===== src/rtl/imem_arbiter_if.sv =====
// Signal bundle between the imem arbiter and its clients: fetch stage,
// program loader and the instruction memory macro.
interface imem_arbiter_if #(
  parameter int ADDR_W = 10
);
  logic              fetch_req;
  logic [ADDR_W-1:0] fetch_addr;
  logic              fetch_gnt;
  logic              fetch_rvalid;
  logic [31:0]       fetch_rdata;
  logic              fetch_err;

  logic              load_active;
  logic              load_req;
  logic [ADDR_W-1:0] load_addr;
  logic [7:0]        load_wdata;
  logic              load_gnt;
  logic [ADDR_W:0]   load_count;

  logic [ADDR_W-1:0] mem_addr;
  logic              mem_we;
  logic [7:0]        mem_wdata;
  logic [31:0]       mem_rdata;

  // master: the surrounding system (fetch, loader, memory macro)
  modport master (
    output fetch_req, fetch_addr, load_active, load_req, load_addr, load_wdata, mem_rdata,
    input  fetch_gnt, fetch_rvalid, fetch_rdata, fetch_err, load_gnt, load_count,
           mem_addr, mem_we, mem_wdata
  );

  modport slave (
    input  fetch_req, fetch_addr, load_active, load_req, load_addr, load_wdata, mem_rdata,
    output fetch_gnt, fetch_rvalid, fetch_rdata, fetch_err, load_gnt, load_count,
           mem_addr, mem_we, mem_wdata
  );
endinterface


===== src/rtl/imem_arbiter.sv =====
// Single-port instruction memory arbiter: fetch reads vs loader byte writes,
// load-window gating, bounded fetch starvation and a loaded-byte counter.
module imem_arbiter #(
  parameter int ADDR_W       = 10,
  parameter int STARVE_LIMIT = 4
) (
  input  logic          clk,
  input  logic          rst_n,
  imem_arbiter_if.slave bus
);
  localparam logic [3:0]      LIMIT   = 4'(STARVE_LIMIT);
  localparam logic [ADDR_W:0] CNT_MAX = {1'b1, {ADDR_W{1'b0}}};

  typedef struct packed {
    logic vld;
    logic err;
  } rsp_t;

  rsp_t              rsp_q;
  logic [3:0]        starve_cnt;
  logic [ADDR_W:0]   cnt_q;
  logic [ADDR_W-1:0] addr_q;
  logic              la_q;

  logic              fgnt, lgnt;
  logic              aligned, fetch_rd, la_rise;
  logic [ADDR_W-1:0] addr_mux;

  // Grants are gated by rst_n so nothing reaches memory while in reset.
  always_comb begin
    fgnt = 1'b0;
    lgnt = 1'b0;
    if (rst_n) begin
      if (bus.load_active) begin
        lgnt = bus.load_req;
      end else if (bus.fetch_req && bus.load_req) begin
        fgnt = (starve_cnt == LIMIT);
        lgnt = !fgnt;
      end else begin
        fgnt = bus.fetch_req;
        lgnt = bus.load_req;
      end
    end
  end

  assign aligned  = (bus.fetch_addr[1:0] == 2'b00);
  assign fetch_rd = fgnt && aligned;
  assign la_rise  = bus.load_active && !la_q;
  assign addr_mux = lgnt ? bus.load_addr : (fetch_rd ? bus.fetch_addr : addr_q);

  assign bus.fetch_gnt = fgnt;
  assign bus.load_gnt  = lgnt;
  assign bus.mem_addr  = addr_mux;
  assign bus.mem_we    = lgnt;
  assign bus.mem_wdata = lgnt ? bus.load_wdata : 8'h00;
  assign bus.load_count = cnt_q;

  // A reset asserted while a response is in flight suppresses it immediately.
  assign bus.fetch_rvalid = rsp_q.vld && rst_n;
  assign bus.fetch_err    = bus.fetch_rvalid && rsp_q.err;
  assign bus.fetch_rdata  = (bus.fetch_rvalid && !rsp_q.err) ? bus.mem_rdata : 32'h0;

  always_ff @(posedge clk) begin
    if (!rst_n) begin
      rsp_q      <= '0;
      starve_cnt <= '0;
      cnt_q      <= '0;
      addr_q     <= '0;
      la_q       <= 1'b0;
    end else begin
      la_q  <= bus.load_active;
      rsp_q <= '{vld: fgnt, err: !aligned};
      if (lgnt || fetch_rd) addr_q <= addr_mux;

      if (bus.load_active || fgnt || !bus.fetch_req)
        starve_cnt <= '0;
      else if (lgnt && starve_cnt != LIMIT)
        starve_cnt <= starve_cnt + 4'd1;

      // The window's first cycle restarts the count, including its own write.
      if (la_rise)
        cnt_q <= lgnt ? {{ADDR_W{1'b0}}, 1'b1} : '0;
      else if (lgnt && bus.load_active && cnt_q != CNT_MAX)
        cnt_q <= cnt_q + 1'b1;
    end
  end
endmodule


===== src/flat_wrapper.sv =====
// flat-port wrapper written by rule: the top's interface ports become plain ports
module imem_arbiter_flat 
#(
  parameter int ADDR_W       = 10,
  parameter int STARVE_LIMIT = 4
)
  (clk, rst_n, bus_fetch_req, bus_fetch_addr, bus_load_active, bus_load_req, bus_load_addr, bus_load_wdata, bus_mem_rdata, bus_fetch_gnt, bus_fetch_rvalid, bus_fetch_rdata, bus_fetch_err, bus_load_gnt, bus_load_count, bus_mem_addr, bus_mem_we, bus_mem_wdata);
  imem_arbiter_if #(.ADDR_W(ADDR_W)) bus_i ();
  input  logic clk;
  input  logic rst_n;
  input wire logic [$bits(bus_i.fetch_req)-1:0] bus_fetch_req;
  input wire logic [$bits(bus_i.fetch_addr)-1:0] bus_fetch_addr;
  input wire logic [$bits(bus_i.load_active)-1:0] bus_load_active;
  input wire logic [$bits(bus_i.load_req)-1:0] bus_load_req;
  input wire logic [$bits(bus_i.load_addr)-1:0] bus_load_addr;
  input wire logic [$bits(bus_i.load_wdata)-1:0] bus_load_wdata;
  input wire logic [$bits(bus_i.mem_rdata)-1:0] bus_mem_rdata;
  output wire logic [$bits(bus_i.fetch_gnt)-1:0] bus_fetch_gnt;
  output wire logic [$bits(bus_i.fetch_rvalid)-1:0] bus_fetch_rvalid;
  output wire logic [$bits(bus_i.fetch_rdata)-1:0] bus_fetch_rdata;
  output wire logic [$bits(bus_i.fetch_err)-1:0] bus_fetch_err;
  output wire logic [$bits(bus_i.load_gnt)-1:0] bus_load_gnt;
  output wire logic [$bits(bus_i.load_count)-1:0] bus_load_count;
  output wire logic [$bits(bus_i.mem_addr)-1:0] bus_mem_addr;
  output wire logic [$bits(bus_i.mem_we)-1:0] bus_mem_we;
  output wire logic [$bits(bus_i.mem_wdata)-1:0] bus_mem_wdata;
  assign bus_i.fetch_req = bus_fetch_req;
  assign bus_i.fetch_addr = bus_fetch_addr;
  assign bus_i.load_active = bus_load_active;
  assign bus_i.load_req = bus_load_req;
  assign bus_i.load_addr = bus_load_addr;
  assign bus_i.load_wdata = bus_load_wdata;
  assign bus_i.mem_rdata = bus_mem_rdata;
  assign bus_fetch_gnt = bus_i.fetch_gnt;
  assign bus_fetch_rvalid = bus_i.fetch_rvalid;
  assign bus_fetch_rdata = bus_i.fetch_rdata;
  assign bus_fetch_err = bus_i.fetch_err;
  assign bus_load_gnt = bus_i.load_gnt;
  assign bus_load_count = bus_i.load_count;
  assign bus_mem_addr = bus_i.mem_addr;
  assign bus_mem_we = bus_i.mem_we;
  assign bus_mem_wdata = bus_i.mem_wdata;
  imem_arbiter #(.ADDR_W(ADDR_W), .STARVE_LIMIT(STARVE_LIMIT)) u_core (.clk(clk), .rst_n(rst_n), .bus(bus_i));
endmodule

===== config.mk =====
export PLATFORM = sky130hd
export DESIGN_NAME = imem_arbiter_flat
export DESIGN_NICKNAME = d
export VERILOG_FILES = /design/src/rtl/imem_arbiter_if.sv /design/src/rtl/imem_arbiter.sv /design/src/flat_wrapper.sv
export SDC_FILE = /design/constraint.sdc
export NUM_CORES = 1
export LEC_CHECK = 0
export ABC_AREA = 1
export BUFFER_PORTS_ARGS = -buffer_cell sky130_fd_sc_hd__buf_4
export CAP_MARGIN = 15
export CORE_MARGIN = 2
export CORE_UTILIZATION = 42
export CTS_CLUSTER_SIZE = 16
export DETAILED_ROUTE_END_ITERATION = 16
export PLACE_DENSITY = 0.77
export SLEW_MARGIN = 10
export SYNTH_ARGS = -nofsm -noshare
export SYNTH_HDL_FRONTEND = slang
export SYNTH_SLANG_ARGS = --single-unit

===== constraint.sdc =====
create_clock -name clk -period 2.3 [get_ports clk]
set_input_delay 0.46 -clock clk [delete_from_list [all_inputs] [get_ports clk]]
set_output_delay 0.46 -clock clk [all_outputs]
set_load 0.03 [all_outputs]

==> impl_metrics.py <==
metrics = {
    "placement": {
        "io_buffer_count": 130,
        "finalWeightedCongestion": 0.914,
        "dpl.hpwl_um": 4520,
        "place_ws_ns": 0.222,
        "dp.cells": 506,
    },
    "route": {
        "drt_iter0_drc": 167,
        "ant_nets": 0,
        "route.met3.wl_um": 502,
        "drt_pass1_iterations": 4,
        "viasPerCell": 4.88,
        "dr_wl_met2_um": 3680,
        "drc": 0,
        "vias": 2586,
        "drt-met1-wl_um": 2570,
        "highest_layer": "met4",
        "wl_per_cell_um": 13.2,
        "wl_um": 7000,
    },
    "setup_path": {
        "required_ns": 1.84,
        "cp.arrival_ns": 1.82,
        "cp_max_fo": 5,
        "cp-start-kind": "flop",
        "worstSetupEndpointType": "output port",
        "critPathKind": "reg -> out",
        "worstRegToRegCells": 18,
    },
    "finish": {
        "final_common_cell": "buf_4",
        "final_cell_mix": "buf_4 (142), nor2_1 (73), inv_1 (72)",
        "area_growth_pct": 75.4,
        "antenna_cells_inserted": 0,
        "nets": 548,
        "drive_above_1_share_pct": 43.7,
        "final_cells": 530,
    },
    "floorplanning": {
        "ios": 131,
        "die_width_um": 72.0,
        "core_area_sq_um": 4410,
        "num_rows": 24,
        "die_h_um": 72.0,
        "initial_core_util_pct": 44.0,
        "dieArea_sq_um": 5180,
    },
    "worst_hold_path": {
        "holdPathStages": 3,
        "hold_path_class": "in -> reg",
    },
    "timing": {
        "holdWs_ns": 0.415,
        "fin_crit_ns": 2.28,
        "maxSlewHeadroom_pct": 68.2,
        "worst_slew_pin_slew_ns": 0.475,
        "max_freq_mhz": 438,
        "final-hold-violation-count": 0,
        "fin_ws_ns": 0.0191,
        "finalCritPeriodShare_pct": 99.2,
        "rsz0062_at_grt": "yes",
        "slew_viol_final": 0,
        "finalSetupViolCount": 0,
        "clock_skew_ns": 0.00251,
    },
    "pwr": {
        "pwr_density_cell_nw_per_um2": 395,
        "p_leak_nw": 1.90,
        "peakVddDrop_uv": 286,
    },
    "cts": {
        "hold_buffers": 0,
        "cts_max_level": 1,
        "numCtsBuffers": 3,
        "clockBufferDepth": 2,
        "cts.sinks": 28,
        "clk-insertion-delay-late_ns": 0.28,
        "clock-root-buffer": "clkbuf_8",
        "clk_pin_slew_ns": 0.10,
        "cts_tree": "yes",
    },
    "yosys": {
        "syn_nets": 397,
        "synth_area_sq_um": 1940,
        "ys_types": 25,
        "yosys_warnings": 0,
        "netlist_instances": 328,
        "synth.avg_cell_area_sq_um": 5.92,
        "synth_seq_area_share_pct": 28.9,
        "ys_ff_latch": 28,
    },
    "flow_run": {
        "maxCapViolCount": 0,
    },
    "global_route": {
        "overflow": 0,
        "grt_max_degree": 33,
        "grt_usage_pct": 23.9,
        "grt_pass1_vias": 2310,
        "grt_antenna_before_repair": 0,
        "grt_pass1_wl_um": 10000,
    },
    "outcome": {
        "status": "complete, no violations",
    },
}
==> logic make-up after synthesis <==
family / after synthesis / synth area share (%)
AND/OR/NAND/NOR: 180 / 41.9
buffers and inverters: 88 / 18.6
flip-flops: 28 / 28.9
AO/OA/AOI/OAI: 27 / 7.54
adder cells (fa/ha/maj): 4 / 2.58
XOR/XNOR: 1 / 0.451
==> metal layers <==
metal | global-route usage (%) | vias to the layer above
li1 | - | 1284
met1 | 26.4 | 1157
met2 | 45.6 | 123
met3 | 3.75 | 22
met4 | 9.43 | 0
met5 | 0 | -
==> power breakdown <==
part           switching [W]  internal, W
clock               0.000170     0.000234
sequential        0.00000911     0.000501
combinational       0.000227     0.000205
==> Yosys cell counts (all sizes together) <==
cell	instances	area (sq um)
nand4	12	75.1
nand2	55	226
nor3	5	30.0
buf	4	33.8
clkbuf	4	25.0
ha	4	50.1
inv	80	303
nand3	23	128
nor2	85	354
a21oi	15	86.3
o21ai	12	60.1
dfxtp	28	561
xnor2	1	8.76
==> area by class of cell <==
class	count	area (sq um)
Timing Repair Buffer	154	1250
Fill cell	325	1010
Sequential cell	28	563
Inverter	80	305
Clock inverter	1	30.0
Tap cell	52	65.1
Clock buffer	3	41.3
Multi-Input combinational cell	212	1150
==> stage by stage <==
step | total power, W | setup TNS, ns | util, % | instance area [sq um]
after global placement | 0.000853 | 0 | 66.9 | 2950
after CTS | 0.00130 | 0 | 74.2 | 3270
after detailed placement | 0.000858 | 0 | 66.9 | 2950
final | 0.00135 | 0 | 77.1 | 3400
after floorplan | 0.000701 | 0 | - | 1940
after global routing | 0.00139 | -0.425 | 77.1 | 3400
==> flip-flops by register name (all words and copies together) (netlist names) <==
register               count
u_core.la_q                1
u_core.bus.load_count     11
u_core.rsp_q               2
u_core.starve_cnt          4
u_core.addr_q             10
==> critical path, cell delays in order (launching register included) <==
cell	delay [ns]
dfxtp_2	0.34
inv_2	0.07
ha_4	0.14
nand2_4	0.06
nor2_4	0.10
nand3_2	0.09
nand2_4	0.17
buf_8	0.14
nand3_1	0.09
o21ai_2	0.08
inv_1	0.08
buf_4	0.17
==> final timing paths <==
kind	from	end	slack, ns
worst max register to register	u_core.starve_cnt[0]$_SDFFE_PP0P_	u_core.addr_q[4]$_SDFFE_PN0P_	0.08
worst min register to register	u_core.addr_q[1]$_SDFFE_PN0P_	u_core.addr_q[1]$_SDFFE_PN0P_	0.47
worst min-delay path	bus_load_addr[2]	u_core.addr_q[2]$_SDFFE_PN0P_	0.42
worst max-delay path	u_core.starve_cnt[0]$_SDFFE_PP0P_	bus_mem_addr[3]	0.02
==> what timing repair did <==
action | in CTS | in global routing
pin swaps | 6 | 11
cloned | 2 | 0
gates resized for setup | 26 | 26
endpoints found under the hold margin | 0 | 0
endpoints found under the setup margin | 10 | 19
buffers inserted | 14 | 4
No activity file was read; power rests on OpenSTA's default activity.
